==> config.mk <==
export PLATFORM = sky130hd
export DESIGN_NAME = gate_op_arbiter
export DESIGN_NICKNAME = d
export VERILOG_FILES = /design/src/rtl/gate_op_arbiter.sv
export SDC_FILE = /design/constraint.sdc
export NUM_CORES = 1
export LEC_CHECK = 0
export BUFFER_PORTS_ARGS = -buffer_cell sky130_fd_sc_hd__buf_2
export CAP_MARGIN = 0
export CORE_MARGIN = 5
export CORE_UTILIZATION = 30
export DETAILED_ROUTE_END_ITERATION = 6
export SLEW_MARGIN = 20
export SYNTH_ARGS = -nofsm -noshare
export SYNTH_HDL_FRONTEND = slang
export SYNTH_SLANG_ARGS = --single-unit
==> constraint.sdc <==
create_clock -name clk -period 2.85 [get_ports clk]
set_input_delay 0.4275 -clock clk [delete_from_list [all_inputs] [get_ports clk]]
set_output_delay 0.4275 -clock clk [all_outputs]
set_load 0.02 [all_outputs]
==> src/rtl/gate_op_arbiter.sv <==
// gate_op_arbiter: round-robin arbiter that shares one bitwise basic-gate unit
// (AND/OR/NOT/NAND/NOR/XOR/XNOR) among NREQ requesters.
//
// Handshake: a transfer happens on a rising edge where valid && ready are both
// high. Requesters may raise or drop req_valid at any time before the grant.
// rsp_valid/rsp_id/rsp_y/rsp_err stay stable from assertion until the edge
// where rsp_ready is also high.
//
// The arbiter runs one transaction at a time: IDLE (grant) -> EXEC (compute)
// -> RESP (hold the response). The FSM state can be observed through busy.
//
// Optional feature macro: GATE_ARB_STATS_EN adds per-requester saturating
// grant counters on the grant_cnt output.
module gate_op_arbiter #(
  parameter int NREQ  = 4,
  parameter int W     = 1,
  parameter int CNT_W = 16
) (
  input  logic                     clk,
  input  logic                     rst_n,
  input  logic [NREQ-1:0]          req_valid,
  output logic [NREQ-1:0]          req_ready,
  input  logic [3*NREQ-1:0]        req_op,
  input  logic [W*NREQ-1:0]        req_a,
  input  logic [W*NREQ-1:0]        req_b,
  output logic                     rsp_valid,
  input  logic                     rsp_ready,
  output logic [$clog2(NREQ)-1:0]  rsp_id,
  output logic [W-1:0]             rsp_y,
  output logic                     rsp_err,
  output logic                     busy
`ifdef GATE_ARB_STATS_EN
  ,
  output logic [CNT_W*NREQ-1:0]    grant_cnt
`endif
);

  localparam int ID_W = $clog2(NREQ);

  typedef enum logic [1:0] {
    IDLE = 2'd0,
    EXEC = 2'd1,
    RESP = 2'd2
  } state_t;

  state_t          state;
  state_t          state_nx;

  logic [ID_W-1:0] rr_ptr;
  logic [ID_W-1:0] grant_idx;
  logic            grant_found;
  logic            accept;

  logic [ID_W-1:0] g_q;
  logic [2:0]      op_q;
  logic [W-1:0]    a_q;
  logic [W-1:0]    b_q;

  logic [W-1:0]    y_calc;
  logic            err_calc;

  // Cyclic priority search starting at rr_ptr. Iterating from the far end
  // downwards lets the nearest valid requester overwrite any farther one.
  always_comb begin
    grant_found = 1'b0;
    grant_idx   = '0;
    for (int k = NREQ - 1; k >= 0; k--) begin
      if (req_valid[(int'(rr_ptr) + k) % NREQ]) begin
        grant_found = 1'b1;
        grant_idx   = ID_W'((int'(rr_ptr) + k) % NREQ);
      end
    end
  end

  assign accept = (state == IDLE) && grant_found;

  // Ready is one-hot on the granted requester, only in IDLE and out of reset.
  always_comb begin
    req_ready = '0;
    if (rst_n && accept) begin
      req_ready[grant_idx] = 1'b1;
    end
  end

  // FSM state register.
  always_ff @(posedge clk or negedge rst_n) begin
    if (!rst_n) begin
      state <= IDLE;
    end else begin
      state <= state_nx;
    end
  end

  // FSM next-state logic.
  always_comb begin
    state_nx = state;
    case (state)
      IDLE:    if (grant_found) state_nx = EXEC;
      EXEC:    state_nx = RESP;
      RESP:    if (rsp_ready) state_nx = IDLE;
      default: state_nx = IDLE;
    endcase
  end

  assign busy = (state != IDLE);

  // Capture the granted requester's id, opcode and operands on the accept edge.
  always_ff @(posedge clk or negedge rst_n) begin
    if (!rst_n) begin
      g_q  <= '0;
      op_q <= '0;
      a_q  <= '0;
      b_q  <= '0;
    end else if (accept) begin
      g_q  <= grant_idx;
      op_q <= req_op[3*int'(grant_idx) +: 3];
      a_q  <= req_a[W*int'(grant_idx) +: W];
      b_q  <= req_b[W*int'(grant_idx) +: W];
    end
  end

  // Basic-gate datapath on the captured operands; opcode 7 is reserved.
  always_comb begin
    y_calc   = '0;
    err_calc = 1'b0;
    case (op_q)
      3'd0:    y_calc = a_q & b_q;
      3'd1:    y_calc = a_q | b_q;
      3'd2:    y_calc = ~a_q;
      3'd3:    y_calc = ~(a_q & b_q);
      3'd4:    y_calc = ~(a_q | b_q);
      3'd5:    y_calc = a_q ^ b_q;
      3'd6:    y_calc = ~(a_q ^ b_q);
      default: err_calc = 1'b1;
    endcase
  end

  // Response registers and round-robin pointer; the pointer advances only
  // when a response is consumed, so a reset mid-flight restarts at 0.
  always_ff @(posedge clk or negedge rst_n) begin
    if (!rst_n) begin
      rsp_valid <= 1'b0;
      rsp_id    <= '0;
      rsp_y     <= '0;
      rsp_err   <= 1'b0;
      rr_ptr    <= '0;
    end else begin
      if (state == EXEC) begin
        rsp_valid <= 1'b1;
        rsp_id    <= g_q;
        rsp_y     <= y_calc;
        rsp_err   <= err_calc;
      end else if ((state == RESP) && rsp_valid && rsp_ready) begin
        rsp_valid <= 1'b0;
        rr_ptr    <= (int'(g_q) == NREQ - 1) ? '0 : g_q + 1'b1;
      end
    end
  end

`ifdef GATE_ARB_STATS_EN
  logic [CNT_W-1:0] cnt_q [NREQ];

  for (genvar i = 0; i < NREQ; i++) begin : g_cnt
    // Saturating count of accept edges for requester i.
    always_ff @(posedge clk or negedge rst_n) begin
      if (!rst_n) begin
        cnt_q[i] <= '0;
      end else if (accept && (int'(grant_idx) == i) && (cnt_q[i] != '1)) begin
        cnt_q[i] <= cnt_q[i] + 1'b1;
      end
    end
    assign grant_cnt[i*CNT_W +: CNT_W] = cnt_q[i];
  end
`endif

endmodule

* Yosys cells after proc, flatten, opt, wreduce, memory -nomap -nowiden
Index checks and enable logic that the tools add are counted. W data, S select, Z words.
Word-level totals: output and inout port bits 10, input port bits 27, flip-flop bits (word level) 16, word-level logic and storage cells 91
Operators by class: multiplexer cells 30, shifts and indexed selects 3, add/sub/neg operators 4, multipliers 1, eq/ne operators 11, bitwise operators 11, reduce and logical (&&, ||, !) cells 15, $lt $le $gt $ge 6
Operators with widths (count):
- $mux W1 | 15
- $mux W2 | 7
- $lt A3 B4 Y1 const B | 3
- $shiftx A12 B5 Y3 | 1
- $eq A3 B3 Y1 const B | 3
- $bmux W1 S2 | 4
- $shiftx A4 B3 Y1 | 2
- $pmux W1 S7 | 1
- $reduce_or A7 Y1 | 1
- $eq A3 B2 Y1 const B | 2
- $lt A2 B3 Y1 const B | 2
- $pmux W2 S3 | 1
- $reduce_or A2 Y1 | 3
- $logic_and A1 B1 Y1 | 5
- $not A1 Y1 | 5
- $add A2 B1 Y2 const B | 2
- $add A2 B2 Y2 const B | 2
- $eq A2 B1 Y1 const B | 2
- $mul A2 B2 Y4 const A | 1
- $mux W4 | 1
- $ne A2 B2 Y1 const B | 2
- $reduce_and A2 Y1 | 2
- $reduce_bool A2 Y1 | 2
- $and A1 B1 Y1 const A | 3
- other kinds (9) | 9

* Depth between registers and ports, before layout
depth in word-level cells 15, mapped depth 6, mapped depth without buffers 6

* Worst setup path before layout
OpenSTA, ideal clock, no wires.
path kind register -> output, start point reg state[1], end point out req_ready[1], cell stages (with the launch flop) 7, path buffers 1, slack 0.483 ns, arrival 1.940 ns, data required time 2.423 ns, cell sequence dfrtp_1 or2_2 or2_2 buf_4 clkinv_1 nand2_1 nor3b_1
On the way: word-level cells in the longest chain between the ends 4
Ends and longest elaborated chain:
- start: declaration | RTL line 46 | state_t state;
- start signal: assignment | RTL line 90 | state <= state_nx;
- $logic_not A2 Y1 | RTL line 75 | assign accept = (state == IDLE) && grant_found;
- $logic_and A1 B1 Y1 | RTL line 75
- $logic_and A1 B1 Y1 | RTL line 80 | if (rst_n && accept) begin
- $mux W4 | RTL line 80
- end: declaration | RTL line 22 | output logic [NREQ-1:0] req_ready,
Every way passes these cells.

* Worst setup path after layout
start point reg state[1], end point out req_ready[0]
The elaborated chain is that of the path after synthesis.

==> flow_summary.ini <==
[outcome]
status = complete, no violations

[floorplan]
core.rowCount = 20
dieHeight_um = 67.4
die_area_um2 = 4550
start_util_pct = 31.9
ioPinCount = 37
die_w_um = 67.4
core_um2 = 3100

[clock_network]
post_cts_buffers = 0
ctsResizeCount = 0
cts_sinks = 16
path_clk_slew_ps = 90
root_buffer = clkbuf_4
cts_hold_buf = 0
clkLatencyLatePin_ps = 280
cts_buffer_depth = 2
ctsHtreeMaxLevel = 1
cts_tree = yes
cts_made_buffers = 3

[drt]
drt_first_pass_iters = 3
vias_per_cell = 4.84
drt-initial-drc-count = 24
drc = 0
wl_per_cell_um = 12.2
wirelength_mm = 2.25
vias = 890
ant_nets = 0

[sta]
layout_setup_ws_ps = 341
setup_viol_count_final = 0
finalCriticalPeriod_ps = 2510
relSlewSlack_pct = 57.3
fin_crit_sh_pct = 88.0
finClkSkew_ps = 7.92
final_max_slew_viol_count = 0
hold_violations = 0
worst_pin_slew_ps = 640
fmax_mhz = 399
rsz0062_at_grt = false
fin_setup_tns_ps = 0

[final_layout]
drive_gt1_share_pct = 35.0
fin_util_pct = 39.5
synthToLayoutAreaGrowth_pct = 23.8
antenna_cells = 0
nFillCells = 335
post-route-cell-area_um2 = 1220
fin_nets = 172

[worst_setup_path]
path_class = flip-flop to primary output
crit_required_ps = 2420
arrival_ps = 2080
critPathCaptureType = primary output
cp_max_fo = 10
reg2regPathDepth = 5
worstSetupStartpointType = flip-flop

[synth]
synth.net_count = 134
ys.flop_type = dfrtp_1
synth.distinct_cells = 32
netlist_instances = 104
synth_edf_count = 0
synth.avg_cell_area_um2 = 9.52
synth.cell_area_um2 = 990
synth_warnings = 0
yosysSeqAreaShare_pct = 40.5
async_flop_share_pct = 100
synth-seq-cells = 16

[power]
p_switching_mw = 0.496
p_leak_nw = 0.592
power_density_nw_per_um2 = 934
netSwitchingFraction_pct = 43.3
p_int_mw = 0.649
pwr-share-seq_pct = 38.8
p_comb_share_pct = 51.3
ir_worst_vdd_mv = 0.302
clock_power_share_pct = 9.9

[placed_design]
dpl_cell_area_um2 = 1200
gp_congestion = 0.773
pre_cts_ws_ps = 633
io_buffers = 36
hpwl_mm = 1.88

[hold_path]
hold_path_class = input port to asynchronous set/reset pin

[job]
maxCapViolations = 0

[global_route]
track_usage_pct = 10.6
grt_pass1_wl_mm = 3.69
grt-ovfl-total = 0
grt_pass1_vias = 838
grt_max_degree = 18
grt_antenna_before_repair = 0
cells by family after synthesis:
logic type	Yosys count	share of synthesized area (%)
AND/OR/NAND/NOR	37	19.3
AO/OA/AOI/OAI	27	19.1
flip-flops	16	40.5
multiplexers	12	12.8
buffers and inverters	9	4.55
adder cells (fa/ha/maj)	3	3.79
through the flow:
stage	instances	power (mW)	hold slack (ps)
3_5_place_dp	181	1.05	362
4_1_cts	184	1.16	56.8
5_1_grt	184	1.25	69.7
6_report	184	1.14	45.2
2_1_floorplan	104	0.897	132
3_3_place_gp	181	1.03	364
cell usage after synthesis (2+ instances only):
cell / count / area share [%]
a2111oi_0: 5 / 4.4
a211oi_1: 5 / 3.8
a21oi_1: 3 / 1.5
dfrtp_1: 16 / 40
ha_1: 3 / 3.8
inv_1: 5 / 1.9
mux2_2: 5 / 5.7
mux2i_1: 7 / 7.1
nand2_1: 10 / 3.8
nand2b_1: 4 / 2.5
nor2_1: 6 / 2.3
nor3_1: 6 / 3.0
nor3b_1: 2 / 1.5
o21ai_0: 8 / 4.0
or2_2: 2 / 1.3
layer usage:
metal	track usage [%]	vias up	wire [um]
li1	-	462	-
met1	14.4	406	1100
met2	16.8	20	1010
met3	1.33	2	109
met4	4.56	0	27
met5	0	-	0
layout by cell type, fill, tap and decap left out, types with 4 or more instances in the layout:
master and instances:
buf_2 36, dfrtp_1 16, nand2_1 10, o21ai_0 8, mux2i_1 7, nor3_1 6, nor2_1 6, inv_1 5
a2111oi_0 5, a211oi_1 5, mux2_2 5, nand2b_1 4
critical path: stages, from the launching register on:
cell and delay [ps]:
dfrtp_1 420, or2_2 330, or2_2 380, clkinv_1 150, nand2_1 120, and3b_1 240, buf_2 160
area by class of cell:
class	count	area, um^2	area share, %
timing repair buffer	36	180	14.7
multi-input combinational	79	544	44.4
sequential	16	400	32.7
tap	44	55.1	4.49
clock buffer	3	22.5	1.84
inverter	6	22.5	1.84
sequential cells by signal (all words and copies together), names as in the netlist:
register   flops
rsp_valid      1
rsp_y          1
rsp_err        1
rr_ptr         2
g_q            2
state          2
b_q            1
op_q           3
a_q            1
rsp_id         2
power by group through the flow:
stage | sequential [mW] | combinational, mW | clock [mW]
4_1_cts | 0.445 | 0.600 | 0.117
2_1_floorplan | 0.460 | 0.437 | 0
6_report | 0.444 | 0.587 | 0.114
3_3_place_gp | 0.444 | 0.581 | 0
3_5_place_dp | 0.449 | 0.597 | 0
5_1_grt | 0.463 | 0.659 | 0.129
worst paths after layout:
kind                       startpoint      endpoint  slack [ps]
setup reg to reg            rr_ptr[1]       op_q[1]         730
max in group asynchronous       rst_n           a_q        2540
min in group clk            rsp_ready      state[1]         380
setup / recovery             state[1]  req_ready[0]         340
hold / removal                  rst_n     rsp_id[1]          50
hold reg to reg               rsp_err       rsp_err         480
Power figures use the tool's default switching activity.
